**config.mk**
```make
export PLATFORM = sky130hd
export DESIGN_NAME = keypad_matrix_emu
export DESIGN_NICKNAME = d
export VERILOG_FILES = /design/src/rtl/keypad_matrix_emu_pkg.sv /design/src/rtl/keypad_matrix_emu_phase_counter.sv /design/src/rtl/keypad_matrix_emu.sv
export SDC_FILE = /design/constraint.sdc
export NUM_CORES = 1
export LEC_CHECK = 0
export CORE_MARGIN = 5
export CORE_UTILIZATION = 50
export CTS_CLUSTER_SIZE = 10
export DETAILED_ROUTE_END_ITERATION = 6
export PLACE_DENSITY = 0.83
export SLEW_MARGIN = 25
export SYNTH_ARGS = -nofsm -noshare
export SYNTH_HDL_FRONTEND = slang
export SYNTH_SLANG_ARGS = --single-unit
export TNS_END_PERCENT = 100
```
**constraint.sdc**
```tcl
create_clock -name clk -period 3.9 [get_ports clk]
set_input_delay 1.17 -clock clk [delete_from_list [all_inputs] [get_ports clk]]
set_output_delay 1.17 -clock clk [all_outputs]
set_load 0.05 [all_outputs]
```
**src/rtl/keypad_matrix_emu_pkg.sv**
```systemverilog
// Shared keypad definitions: sequencer states, key code layout and matrix width.
package keypad_matrix_emu_pkg;

    localparam int KP_LINES = 4;

    typedef enum logic [2:0] {
        ST_IDLE,
        ST_BOUNCE_IN,
        ST_HOLD,
        ST_BOUNCE_OUT,
        ST_GAP
    } kp_state_e;

    typedef struct packed {
        logic [1:0] row;
        logic [1:0] col;
    } key_code_t;

    function automatic logic [1:0] key_row(input key_code_t k);
        return k.row;
    endfunction

    function automatic logic [1:0] key_col(input key_code_t k);
        return k.col;
    endfunction

endpackage

```
**src/rtl/keypad_matrix_emu_phase_counter.sv**
```systemverilog
// Phase counter: clears on load, counts enabled cycles, flags the last cycle of a phase.
module keypad_phase_counter #(
    parameter int W = 5
) (
    input  logic         clk,
    input  logic         rst,
    input  logic         i_load,
    input  logic         i_en,
    input  logic [W-1:0] i_last,
    output logic [W-1:0] o_count,
    output logic         o_tc
);

    logic [W-1:0] r_count;

    always_ff @(posedge clk) begin
        if (rst) begin
            r_count <= '0;
        end else if (i_load) begin
            r_count <= '0;
        end else if (i_en) begin
            r_count <= r_count + 1'b1;
        end
    end

    assign o_count = r_count;
    assign o_tc    = (r_count == i_last);

endmodule

```
**src/rtl/keypad_matrix_emu.sv**
```systemverilog
// Keypad matrix emulator: accepts a key code, then plays a bounced press/hold/release
// on the column returns for whichever row strobe selects that key.
module keypad_matrix_emu
    import keypad_matrix_emu_pkg::*;
#(
    parameter int HOLD_CYCLES   = 16,
    parameter int GAP_CYCLES    = 8,
    parameter int BOUNCE_CYCLES = 4
) (
    input  logic                clk,
    input  logic                rst,
    input  logic                en,
    input  logic                key_valid,
    input  logic [3:0]          key_code,
    output logic                key_ready,
    input  logic [KP_LINES-1:0] row,
    output logic [KP_LINES-1:0] col,
    output logic                busy,
    output logic                done,
    output kp_state_e           o_dbg_state
);

    localparam int MAX_HG  = (HOLD_CYCLES > GAP_CYCLES) ? HOLD_CYCLES : GAP_CYCLES;
    localparam int MAX_ALL = (MAX_HG > BOUNCE_CYCLES) ? MAX_HG : BOUNCE_CYCLES;
    localparam int CNT_W   = $clog2(MAX_ALL + 1);
    localparam bit HAS_BOUNCE = (BOUNCE_CYCLES > 0);

    localparam logic [CNT_W-1:0] HOLD_LAST   = CNT_W'(HOLD_CYCLES - 1);
    localparam logic [CNT_W-1:0] GAP_LAST    = CNT_W'(GAP_CYCLES - 1);
    localparam logic [CNT_W-1:0] BOUNCE_LAST = CNT_W'(HAS_BOUNCE ? BOUNCE_CYCLES - 1 : 0);

    generate
        if (HOLD_CYCLES < 1 || GAP_CYCLES < 1) begin : g_param_check
            $error("keypad_matrix_emu: HOLD_CYCLES and GAP_CYCLES must be >= 1");
        end
    endgenerate

    kp_state_e        r_state;
    kp_state_e        w_next;
    key_code_t        r_key;
    logic             r_done;
    logic             w_xfer;
    logic             w_load;
    logic             w_cnt_en;
    logic             w_tc;
    logic             w_done_next;
    logic             w_contact;
    logic [CNT_W-1:0] w_count;
    logic [CNT_W-1:0] w_last;

    // The counter only advances inside a phase; IDLE keeps it parked at zero.
    assign w_cnt_en = en && (r_state != ST_IDLE);

    keypad_phase_counter #(.W(CNT_W)) u_phase_counter (
        .clk     (clk),
        .rst     (rst),
        .i_load  (w_load),
        .i_en    (w_cnt_en),
        .i_last  (w_last),
        .o_count (w_count),
        .o_tc    (w_tc)
    );

    assign key_ready = (r_state == ST_IDLE) && en && !rst;
    assign w_xfer    = key_valid && key_ready;

    always_ff @(posedge clk) begin
        if (rst) begin
            r_state <= ST_IDLE;
            r_key   <= '0;
            r_done  <= 1'b0;
        end else begin
            r_state <= w_next;
            r_done  <= w_done_next;
            if (w_xfer) begin
                r_key <= key_code_t'(key_code);
            end
        end
    end

    always_comb begin
        w_next      = r_state;
        w_load      = 1'b0;
        w_done_next = 1'b0;
        w_last      = '0;
        w_contact   = 1'b0;
        case (r_state)
            ST_IDLE: begin
                if (w_xfer) begin
                    w_next = HAS_BOUNCE ? ST_BOUNCE_IN : ST_HOLD;
                    w_load = 1'b1;
                end
            end
            ST_BOUNCE_IN: begin
                w_last    = BOUNCE_LAST;
                w_contact = w_count[0];
                if (en && w_tc) begin
                    w_next = ST_HOLD;
                    w_load = 1'b1;
                end
            end
            ST_HOLD: begin
                w_last    = HOLD_LAST;
                w_contact = 1'b1;
                if (en && w_tc) begin
                    w_next = HAS_BOUNCE ? ST_BOUNCE_OUT : ST_GAP;
                    w_load = 1'b1;
                end
            end
            ST_BOUNCE_OUT: begin
                w_last    = BOUNCE_LAST;
                w_contact = ~w_count[0];
                if (en && w_tc) begin
                    w_next = ST_GAP;
                    w_load = 1'b1;
                end
            end
            ST_GAP: begin
                w_last = GAP_LAST;
                if (en && w_tc) begin
                    w_next      = ST_IDLE;
                    w_load      = 1'b1;
                    w_done_next = 1'b1;
                end
            end
            default: begin
                w_next = ST_IDLE;
                w_load = 1'b1;
            end
        endcase
    end

    // Column return is purely combinational from the row strobes.
    always_comb begin
        col = '0;
        if (w_contact && row[key_row(r_key)]) begin
            col = KP_LINES'(1) << key_col(r_key);
        end
    end

    assign busy        = (r_state != ST_IDLE);
    assign done        = r_done;
    assign o_dbg_state = r_state;

endmodule

```
# == Word level (Yosys, flattened, before mapping) ==
# Cells that the tools add are included.
# word_totals
word_cells,48
register_bits,13
inputBits,12
out_inout_bits,10
# op_classes
muxes,14
n_shift,1
magnitude_cmp,1
bitwise_logic,2
addsub,1
n_reduce_logical,14
eq_ne,10
# op_table
cell,n
two-way mux 3 bit,5
one-hot mux 3 bit (5 select lines),1
one-hot mux 4 bit (3 select lines),1
"!= test 2 bit, second input constant",5
"== test 3 x 2 -> 1 bit, second input constant",2
logical AND 1 bit,6
OR reduction 2 bit,3
"adder 5 x 1 -> 5 bit, second input constant",1
== test 5 x 4 -> 1 bit,1
AND reduction 5 bit,1
two-way mux 4 bit,1
OR reduction 4 bit,1
"left shift 1 x 2 -> 4 bit, first input constant",1
"== test 3 x 1 -> 1 bit, second input constant",1
"== test 3 bit, second input constant",1
logical NOT 3 bit,1
"< comparator 2 x 3 -> 1 bit, second input constant",1
two-way mux 1 bit,3
one-hot mux 1 bit (3 select lines),1
nonzero test 3 bit,1
binary-select mux 1 bit (select 2 bit),1
NOT 1 bit,2
one-hot mux 1 bit (2 select lines),1
logical NOT 1 bit,1

# == Logic depth before layout (Yosys ltp) ==
# logic_depth
ltp_word,8
mapped_depth,7

# == Modules after synthesis ==
# Synthesis repeated with hierarchy kept, for this count alone.
# hier_totals
cells_unflattened,86
area_unflattened_um2,778.2
# by_module_without_submodules
mod,n_inst,cells_each,area_per_inst_um2
keypad_matrix_emu,1,60,525.5
keypad_phase_counter,1,26,252.7

# == Least setup slack after synthesis ==
# No wires, ideal clock.
# synth_timing
path_type,reg2out
startpoint,"register r_state[2], in the netlist o_dbg_state[2]"
endpoint,output port key_ready
required_time_ns,2.730
arrival_ns,2.848
stages_incl_launch_ff,5
path_slack_ns,-0.118
path_cell_list,dfxtp_1 -> buf_4 -> or3_2 -> clkbuf_1 -> nor3b_1
# synth_via
elab_chain_len,3
# synth_lines
element,line_no,source
from (decl),keypad_matrix_emu.sv:38,kp_state_e r_state;
from (signal assigned),keypad_matrix_emu.sv:73,r_state <= w_next;
logical NOT 3 bit,keypad_matrix_emu.sv:64,assign key_ready = (r_state == ST_IDLE) && en && !rst;
logical AND 1 bit (2 in series),keypad_matrix_emu.sv:64,
to (decl),keypad_matrix_emu.sv:15,"output logic key_ready,"
# Every way passes these cells.

# == Worst setup path after layout ==
# layout_timing
startpoint,input port row[0]
endpoint,output port col[1]
# layout_via
elab_chain_len,4
# layout_lines
element,line_no,source
from (decl),keypad_matrix_emu.sv:16,"input logic [KP_LINES-1:0] row,"
binary-select mux 1 bit (select 2 bit),keypad_matrix_emu.sv:136,if (w_contact && row[key_row(r_key)]) begin
two-way mux 1 bit (not written as such),keypad_matrix_emu.sv:136,
logical AND 1 bit,keypad_matrix_emu.sv:136,
two-way mux 4 bit,keypad_matrix_emu.sv:136,
to (decl),keypad_matrix_emu.sv:17,"output logic [KP_LINES-1:0] col,"
# Every way passes these cells. The select of a mux whose other input is x is not followed.

==> results.txt <==
CTS tree: done
Die Area: 2490 µm²
violation count after the first detailed-routing iteration: 21
share of layout cells above drive strength 1: 0.165
RSZ-0062 raised after global routing: no
P_sw: 92.5 µW
CTS H-tree depth: 1
maximum vdd ir drop: 229 µV
# clock sinks: 13
largest net degree at the start of global routing: 14
Cell Int Power: 211 µW
number of global-route vias before repair: 699
total wire length: 1880 µm
Placed Area: 1010 µm²
DIE WIDTH: 49.9 µm
row count: 14
Post-Syn Area: 797 µm²
relative slew slack: 0.663
port bufs: 21
maximum clock path buffer count: 2
initial antenna violation count: 0
ys async rst share: 0
post-layout instance area: 1040 µm²
Pwr Density: 292 nW/µm²
slew at the pin closest to its max-slew limit: 0.504 ns
Resized cells post-CTS: 0
fin crit period: 3.60 ns
Reg2Reg Setup Slack: 1.89 ns
GRT overflow: 0
worst-case hold path end point: r_key[3]
startpoint types: input pin
final worst-path cycle share: 0.922
I/O pins: 22
First-pass DRT Iterations: 4
fin. max-slew vios: 0
CP required: 2.73 ns
n_diodes: 0
status: completed
RR Startpoint: o_dbg_state[2]
Fillers: 131
clock network fraction of design power: 0.285
syn avg cell area: 8.48 µm²
clock skew: 0.00273 ns
Seq/Total Area, Yosys: 0.327
net count after synthesis: 107
static leakage: 0.368 nW
DIE HEIGHT: 49.9 µm
worst hold path cell count: 2
GRT Resource Usage Total: 0.163
crit path capture type: output pin
EDFF count, synth: 0
area delta synth->final: 30.6%
Worst-path clk slew: 0.08 ns
first-pass GRT wire length: 3080 µm
Final GP Congestion: 0.836
via/cell ratio: 5.85
CP arrival: 2.43 ns
Worst-Skew Late Latency: 0.28 ns
initial core utilization: 0.529
DRT antenna net count: 0
DRC viols: 0
setup TNS: 0 ns
FF-to-FF path depth: 5
Comb power frac: 0.241
max_cap viols: 0
crit-path max FO: 2
worst setup path class: input pin to output pin
Hold WC Path Type: flip-flop to flip-flop
power share of the sequential group: 0.474
Max Freq: 0.278 GHz
core area: 1510 µm²
Syn Inst Count: 94
Worst Setup Slack, final: 0.302 ns
hold_buf cts: 0
TritonCTS Buffers: 3
Critical R2R Capture: u_phase_counter.o_count[1]
Root Driver: clkbuf_4
Most used DFF post-synth: dfxtp_1
final layout net count: 129
Syn. warnings: 0
postcts setup bufs: 0
startpoint of the worst hold path: r_key[3]
average wire per standard cell: 14.3 µm
synthesis-stage register bit count: 13
detailed placement HPWL: 1420 µm
final hold vios: 0
switching share of power: 0.305
Placement Setup Slack: 0.304 ns
setup violators final: 0
Distinct cells, synth: 34
DR vias: 766
## power by group through the flow
| stage | Sequential (mW) | Combinational (mW) | Clock [mW] |
|---|---|---|---|
| detailed placement | 0.147 | 0.0729 | 0 |
| CTS | 0.144 | 0.0731 | 0.0908 |
| global route | 0.145 | 0.0777 | 0.100 |
| floorplan | 0.148 | 0.0471 | 0 |
| finish | 0.144 | 0.0731 | 0.0864 |
| global placement | 0.147 | 0.0712 | 0 |
## worst max path at each step
stage	from	slack (ns)	to	cells past startpoint
finish	row[0]	0.30	col[1]	5
global route	row[0]	0.23	col[1]	5
CTS	row[0]	0.30	col[1]	5
detailed placement	row[0]	0.30	col[1]	5
global placement	row[3]	0.33	col[2]	5
floorplan	row[1]	0.19	col[0]	3
## layout by cell type (no fill, tap or decap), types with 2 or more instances in the layout
| cell | synthesis | layout |
|---|---|---|
| clkdlybuf4s50_1 | 0 | 16 |
| dfxtp_1 | 13 | 13 |
| nand2_1 | 10 | 10 |
| nor3_1 | 9 | 9 |
| xnor2_1 | 7 | 7 |
| a21oi_1 | 7 | 7 |
| nor2_1 | 6 | 6 |
| o21ai_0 | 5 | 5 |
| inv_1 | 4 | 4 |
| nand4b_1 | 3 | 3 |
| nand3_1 | 3 | 3 |
| clkbuf_4 | 0 | 3 |
| buf_4 | 1 | 3 |
| buf_12 | 0 | 3 |
| nor3b_1 | 3 | 2 |
## routing by layer
layer  GRT usage  vias up  wire (µm)
met5           0        -          0
met3      0.0452        7         91
met2       0.250       18        916
li1            -      376          -
met4       0.105        0         67
met1       0.195      365        801
## kinds of logic after synthesis
kind of cell             synth area share
XOR/XNOR                           0.0879
buffers and inverters              0.0816
multiplexers                       0.0408
flip-flops                          0.327
AO/OA/AOI/OAI                       0.148
AND/OR/NAND/NOR                     0.300
adder cells (fa/ha/maj)            0.0157
## worst max-delay path, stage by stage
cell,delay [ns]
clkdlybuf4s50_1,0.46
mux4_2,0.24
nand3b_1,0.09
nor3_1,0.28
buf_12,0.18
## stage by stage
step                      std cells  utilization  hold slack, ns  total power, mW
final                           131        0.691           0.493            0.303
after global routing            131        0.691           0.518            0.323
after CTS                       131        0.691           0.491            0.308
after detailed placement        127        0.674           0.479            0.220
after global placement          127        0.674           0.479            0.218
after floorplan                  94            -           0.457            0.195
## state kept, by name, summed over array words and instances, names as in the netlist
signal,count
r_key,4
done,1
o_dbg_state,3
u_phase_counter.o_count,5
## synthesized netlist by cell type, types with 2 or more instances
cell,instances,area share
nor3b_1,3,0.028
nand4b_1,3,0.033
xnor2_1,7,0.077
dfxtp_1,13,0.33
clkbuf_8,2,0.035
nand2_1,10,0.047
inv_1,4,0.019
nand3_1,3,0.019
nor3_1,9,0.057
a21oi_1,7,0.044
nor2_1,6,0.028
o21ai_0,5,0.031
## area by class of cell
cell class / count / area, µm² / area share
timing repair buffer: 22 / 243 / 0.233
multi-input combinational: 72 / 477 / 0.458
tap: 16 / 20.0 / 0.0192
sequential: 13 / 260 / 0.250
inverter: 4 / 15.0 / 0.0144
clock buffer: 4 / 26.3 / 0.0252
No activity file was read; power rests on OpenSTA's default activity.
